`config.mk`:
```
export PLATFORM = sky130hd
export DESIGN_NAME = key_direction_filter
export DESIGN_NICKNAME = d
export VERILOG_FILES = /design/src/rtl/key_dir_pkg.sv /design/src/rtl/key_debounce.sv /design/src/rtl/key_direction_filter.sv
export SDC_FILE = /design/constraint.sdc
export NUM_CORES = 1
export LEC_CHECK = 0
export BUFFER_PORTS_ARGS = -buffer_cell sky130_fd_sc_hd__buf_2
export CORE_MARGIN = 5
export CORE_UTILIZATION = 53
export DETAILED_ROUTE_END_ITERATION = 8
export GPL_TIMING_DRIVEN = 0
export PLACE_DENSITY = 0.84
export SKIP_LAST_GASP = 1
export SLEW_MARGIN = 20
export SYNTH_ARGS = -nofsm -noshare
export SYNTH_HDL_FRONTEND = slang
export SYNTH_SLANG_ARGS = --single-unit
```
`constraint.sdc`:
```
create_clock -name Clk -period 6.6 [get_ports Clk]
set_input_delay 0.99 -clock Clk [delete_from_list [all_inputs] [get_ports Clk]]
set_output_delay 0.99 -clock Clk [all_outputs]
set_load 0.05 [all_outputs]
```
`src/rtl/key_dir_pkg.sv`:
```
// Shared keycodes and direction ids for the key direction filter.
// The ball block consumes the 8-bit USB codes defined here.
package key_dir_pkg;

  localparam logic [7:0] KEY_W    = 8'h1A;
  localparam logic [7:0] KEY_A    = 8'h04;
  localparam logic [7:0] KEY_S    = 8'h16;
  localparam logic [7:0] KEY_D    = 8'h07;
  localparam logic [7:0] KEY_NONE = 8'h00;

  typedef enum logic [1:0] {
    DIR_W,
    DIR_A,
    DIR_S,
    DIR_D
  } dir_id_t;

  function automatic logic [7:0] dir_code(input dir_id_t d);
    dir_code = KEY_NONE;
    unique case (d)
      DIR_W: dir_code = KEY_W;
      DIR_A: dir_code = KEY_A;
      DIR_S: dir_code = KEY_S;
      DIR_D: dir_code = KEY_D;
    endcase
  endfunction

endpackage

```
`src/rtl/key_debounce.sv`:
```
// Per-key debouncer: stable flips after the raw level has disagreed
// for DEBOUNCE_CYCLES consecutive edges; rise/fall mark that edge.
module key_debounce #(
  parameter int DEBOUNCE_CYCLES = 4
) (
  input  logic Clk,
  input  logic Reset,
  input  logic raw,
  output logic stable,
  output logic rise,
  output logic fall
);

  localparam int CW =
    (DEBOUNCE_CYCLES > 1) ? $clog2(DEBOUNCE_CYCLES) : 1;
  localparam logic [CW-1:0] LAST = CW'(DEBOUNCE_CYCLES - 1);

  logic [CW-1:0] cnt_q, cnt_d;
  logic          stable_q, stable_d;
  logic          flip;

  always_comb begin
    flip     = (raw != stable_q) && (cnt_q == LAST);
    stable_d = stable_q ^ flip;
    cnt_d    = cnt_q + CW'(1);
    if ((raw == stable_q) || flip) begin
      cnt_d = '0;
    end
  end

  always_ff @(posedge Clk or negedge Reset) begin
    if (!Reset) begin
      cnt_q    <= '0;
      stable_q <= 1'b0;
    end else begin
      cnt_q    <= cnt_d;
      stable_q <= stable_d;
    end
  end

  assign stable = stable_q;
  assign rise   = flip & ~stable_q;
  assign fall   = flip & stable_q;

endmodule

```
`src/rtl/key_direction_filter.sv`:
```
// Turns raw keyboard slots into one frame-stable WASD keycode;
// the most recently pressed held key wins.
module key_direction_filter
  import key_dir_pkg::*;
#(
  parameter int NUM_SLOTS       = 4,
  parameter int DEBOUNCE_CYCLES = 4
) (
  input  logic                   Clk,
  input  logic                   Reset,
  input  logic [8*NUM_SLOTS-1:0] keycode_bus,
  input  logic                   frame_tick,
  output logic [7:0]             keycode,
  output logic [3:0]             held_mask,
  output logic                   press_pulse
);

  logic [3:0] raw_q, raw_d;
  logic [3:0] stable, rise, fall;

  dir_id_t    stk_q [4];
  dir_id_t    stk_d [4];
  logic [2:0] stk_cnt_q, stk_cnt_d;

  logic       pulse_q, pulse_d;
  logic [7:0] keycode_q, keycode_d;
  logic [7:0] cand;
  logic [1:0] top_idx;

  always_comb begin
    raw_d = '0;
    for (int s = 0; s < NUM_SLOTS; s++) begin
      for (int k = 0; k < 4; k++) begin
        if (keycode_bus[8*s +: 8] == dir_code(dir_id_t'(2'(k)))) begin
          raw_d[k] = 1'b1;
        end
      end
    end
  end

  for (genvar g = 0; g < 4; g++) begin : g_deb
    key_debounce #(
      .DEBOUNCE_CYCLES(DEBOUNCE_CYCLES)
    ) u_deb (
      .Clk   (Clk),
      .Reset (Reset),
      .raw   (raw_q[g]),
      .stable(stable[g]),
      .rise  (rise[g]),
      .fall  (fall[g])
    );
  end

  // Removals compact first, then rises push W,A,S,D so D lands on top.
  always_comb begin
    logic [2:0] n;
    logic       dup;
    n   = '0;
    dup = 1'b0;
    for (int i = 0; i < 4; i++) begin
      stk_d[i] = DIR_W;
    end
    for (int i = 0; i < 4; i++) begin
      if ((3'(i) < stk_cnt_q) && !fall[stk_q[i]]) begin
        stk_d[n[1:0]] = stk_q[i];
        n = n + 3'd1;
      end
    end
    for (int k = 0; k < 4; k++) begin
      if (rise[k]) begin
        dup = 1'b0;
        for (int j = 0; j < 4; j++) begin
          if ((3'(j) < n) && (stk_d[j] == dir_id_t'(2'(k)))) begin
            dup = 1'b1;
          end
        end
        if (!dup && (n < 3'd4)) begin
          stk_d[n[1:0]] = dir_id_t'(2'(k));
          n = n + 3'd1;
        end
      end
    end
    stk_cnt_d = n;
  end

  always_comb begin
    top_idx   = 2'(stk_cnt_q - 3'd1);
    cand      = (stk_cnt_q == 3'd0) ? KEY_NONE
                                    : dir_code(stk_q[top_idx]);
    pulse_d   = |rise;
    keycode_d = frame_tick ? cand : keycode_q;
  end

  always_ff @(posedge Clk or negedge Reset) begin
    if (!Reset) begin
      raw_q     <= '0;
      stk_cnt_q <= '0;
      pulse_q   <= 1'b0;
      keycode_q <= KEY_NONE;
      for (int i = 0; i < 4; i++) begin
        stk_q[i] <= DIR_W;
      end
    end else begin
      raw_q     <= raw_d;
      stk_cnt_q <= stk_cnt_d;
      pulse_q   <= pulse_d;
      keycode_q <= keycode_d;
      for (int i = 0; i < 4; i++) begin
        stk_q[i] <= stk_d[i];
      end
    end
  end

  assign keycode     = keycode_q;
  assign held_mask   = stable;
  assign press_pulse = pulse_q;

endmodule

```
==> results list <==
- The flow ran to the end, and the final reports show no timing, DRC or antenna violations.
- IR drop worst, VDD: 0.1144 mV
- Standby leakage power: 1.732 nW
- In this design, the critical path's most frequently occurring cell is sky130_fd_sc_hd__ha_1.
* Crit path capture type: register
- Buffers plus inverters on the worst setup path: 5
- Of all nets on the critical path, the largest fanout is 9.
- Along the worst hold path, the cell count comes to 1.
- In this run the worst setup path begins at g_deb[0].u_deb.cnt_q[0].
- Number of H-tree levels: 2
- Arrival @ worst endpoint: 6.47 ns
- Fin nets: 524
- In this run the number of cells on the critical path is 30.
- The number of global-route vias before repair is 3183.
* Post-CTS Hold Fix Bufs: 0
- Mean instance size in the synthesized netlist: 8.435 sq um
* Ports placed on the boundary: 48
- Synthesis Warnings: 0
- Startpoint of the worst hold path: g_deb[1].u_deb.cnt_q[0]
* Floorplan die width: 90.78 microns
- Iteration count of the initial detailed-routing pass: 5
- Highest Clock Rate: 0.1587 GHz
- Total global-route track usage: 0.2124
- TritonCTS built the clock tree.
- Final critical-path share of the clock period: 0.9550
* Classification of the worst setup path: reg2reg
* Number of cells traversed by the worst register-to-register path: 30
- For this run, design rule violations remaining after detail routing come to 0.
- For this run, the number of standard cells in the final layout without fillers is 548.
- For this run, the share of the core covered by cells in the final layout is 0.6398.
* Area share of the largest cell type after synthesis: 0.2388
- The congestion estimate from routability-driven global placement came to 0.9477.
- The largest individual stage delay along the critical path comes from the cell sky130_fd_sc_hd__or4bb_1.
- In the final layout, the share of cells above drive strength 1 is 0.2781.
- Clock skew on the completed layout was measured at 0.008531 ns.
- Ranked by instance count, the synthesized netlist is headed by 33 x sky130_fd_sc_hd__dfrtp_1, 33 x sky130_fd_sc_hd__nand2_1, 32 x sky130_fd_sc_hd__inv_1.
- The worst register-to-register path begins at g_deb[0].u_deb.cnt_q[0].
- The first global-routing pass estimated 14680 microns of wire.
- For this run, the register share of the synthesized area comes to 0.2388.
* Residual overflow from global routing: 0
* Clock sink count: 33
* Floorplan Core Area: 6350 sq um
- Clock buffers created by TritonCTS: 5
- The tightest min-delay check is of the reg2reg type.
* Half-perimeter wire length after detailed placement: 7066 microns
* Initial antenna violation count: 0
* Total power density per cell area: 93.63 nW/um^2
* Starting Density: 0.5446
* Average vias per placed instance: 6.307
* Routed wire length per instance: 16.73 microns
- Number of enable flip-flop cells after synthesis: 0
- Once placement completed, the tool counted placed cells totaling 532.
* Main area contributors after synthesis: sky130_fd_sc_hd__dfrtp_1 24%, sky130_fd_sc_hd__ha_1 6.9%, sky130_fd_sc_hd__nand2_1 3.6%, sky130_fd_sc_hd__inv_1 3.5%, sky130_fd_sc_hd__a21oi_1 3.2%
* Layout Area Growth over Synthesis: 17.47%
- Worst-path clk slew: 0.07 ns
* Maximum cell stage delay along the critical path: 0.49 ns
- CP Data Required Time: 6.77 ns
- The worst setup path is launched from a register.
- In this run, the number of DRC markers left after iteration 0 of detailed routing was 257.
* Clock Latency Late Sink: 0.29 ns
- Total Die Area: 8241 sq um
- Synthesis handed over a netlist of 410 instances.
- FF+latch count, synth: 33
- The number of hold violations in the final report came to 0.
* Count of cell types in the netlist: 93
* Maximum number of pins on one net before global-route repair: 34
* Pins over their slew limit: 0
- Port buffering added 43 buffers.
- Overall routed net length: 9167 microns
- The die is 90.78 microns tall.
* Post-synth design cell area: 3458 sq um
- Top flip-flop cell by instance count after synthesis: sky130_fd_sc_hd__dfrtp_1
* Proportion of synthesized flip-flops having asynchronous set or reset: 1.000
- Max-cap viol count: 0
* Dominant cell type by area after synthesis: sky130_fd_sc_hd__dfrtp_1
* TNS Setup: 0 ns
* Antenna-violating nets left: 0
- The worst pin sits at a relative slew slack of 0.4292.
* Antenna Cells: 0
- At the pin with the least slew margin, the transition time is 0.8553 ns.
- Core Rows: 29
- Buffer levels on the longest clock path: 2
* Root buf cell: sky130_fd_sc_hd__clkbuf_8
* Clock period minus worst slack: 6.303 ns
- Cell class contributing the biggest share of worst-path delay: simple AND/OR/NAND/NOR gates
* Via count: 3456
- Setup violations remaining at the end of the flow were counted as 0.
## final cells by class
class	count	area, sq um
Multi-Input combinational cell	322	2509
Clock inverter	2	10.01
Inverter	35	131.4
Clock buffer	6	72.57
Buffer	21	135.1
Fill cell	542	2287
Tap cell	77	96.34
Sequential cell	33	825.8
Timing Repair Buffer	52	282.8
## path summary, 6_finish.rpt
check	slack [ns]	end
setup / recovery	0.30	stk_q[5]
hold / removal	0.44	g_deb[1].u_deb.cnt_q[0]
setup reg to reg	0.30	stk_q[5]
hold reg to reg	0.44	g_deb[1].u_deb.cnt_q[0]
max in group asynchronous	5.38	stk_q[2]
min in group asynchronous	0.75	keycode[1]
## what timing repair did
item | 4_1_cts | 5_1_grt
hold endpoints to repair | 0 | 0
pin swaps | 0 | 3
endpoints found under the setup margin | 11 | 11
setup buffers | 2 | 7
resized for setup | 9 | 20
## power by group
part | leakage (nW) | internal, mW | switching (mW)
sequential | 0.461 | 0.203 | 0.000688
clock | 0.0450 | 0.0730 | 0.0767
combinational | 1.23 | 0.0113 | 0.0159
## cells by family after synthesis
logic type | synth area share
AOI/OAI and AO/OA | 0.2865
buffers and inverters | 0.07742
adders and majority gates | 0.06874
and+or+nand+nor | 0.2706
muxes | 0.03509
DFF | 0.2388
xor gates and xnor gates | 0.02171
other | 0.001084
## layer usage
metal	vias to the layer above	GRT usage	wire length (microns)
met2	107	0.3577	4575
met5	-	0	0
met4	0	0.05623	140
met3	16	0.03000	467
li1	1664	-	-
met1	1669	0.2844	3984
## stage by stage
step | instance area, sq um | setup slack [ns] | hold WS (ns) | total power [mW]
5_1_grt | 4063 | -0.05988 | 0.4621 | 0.3954
6_report | 4063 | 0.2972 | 0.4411 | 0.3804
4_1_cts | 3923 | 0.008626 | 0.4446 | 0.3804
2_1_floorplan | 3466 | 0.2882 | 0.4109 | 0.2179
3_5_place_dp | 3777 | -0.5564 | 0.4352 | 0.2343
3_3_place_gp | 3777 | -0.4434 | 0.4232 | 0.2331
## cell usage in the layout (no fill, tap or decap), types with 7 or more instances in the layout
master,n
sky130_fd_sc_hd__clkbuf_1,8
sky130_fd_sc_hd__nand2_1,32
sky130_fd_sc_hd__inv_1,30
sky130_fd_sc_hd__a21oi_1,17
sky130_fd_sc_hd__nor2_1,25
sky130_fd_sc_hd__nor3_1,15
sky130_fd_sc_hd__buf_4,17
sky130_fd_sc_hd__ha_1,17
sky130_fd_sc_hd__a31oi_1,9
sky130_fd_sc_hd__nand3_1,9
sky130_fd_sc_hd__dfrtp_1,33
sky130_fd_sc_hd__nand4b_1,7
sky130_fd_sc_hd__o211ai_1,7
sky130_fd_sc_hd__or3_1,9
sky130_fd_sc_hd__o21ai_0,20
sky130_fd_sc_hd__buf_2,46
No activity file was read; power rests on OpenSTA's default activity.
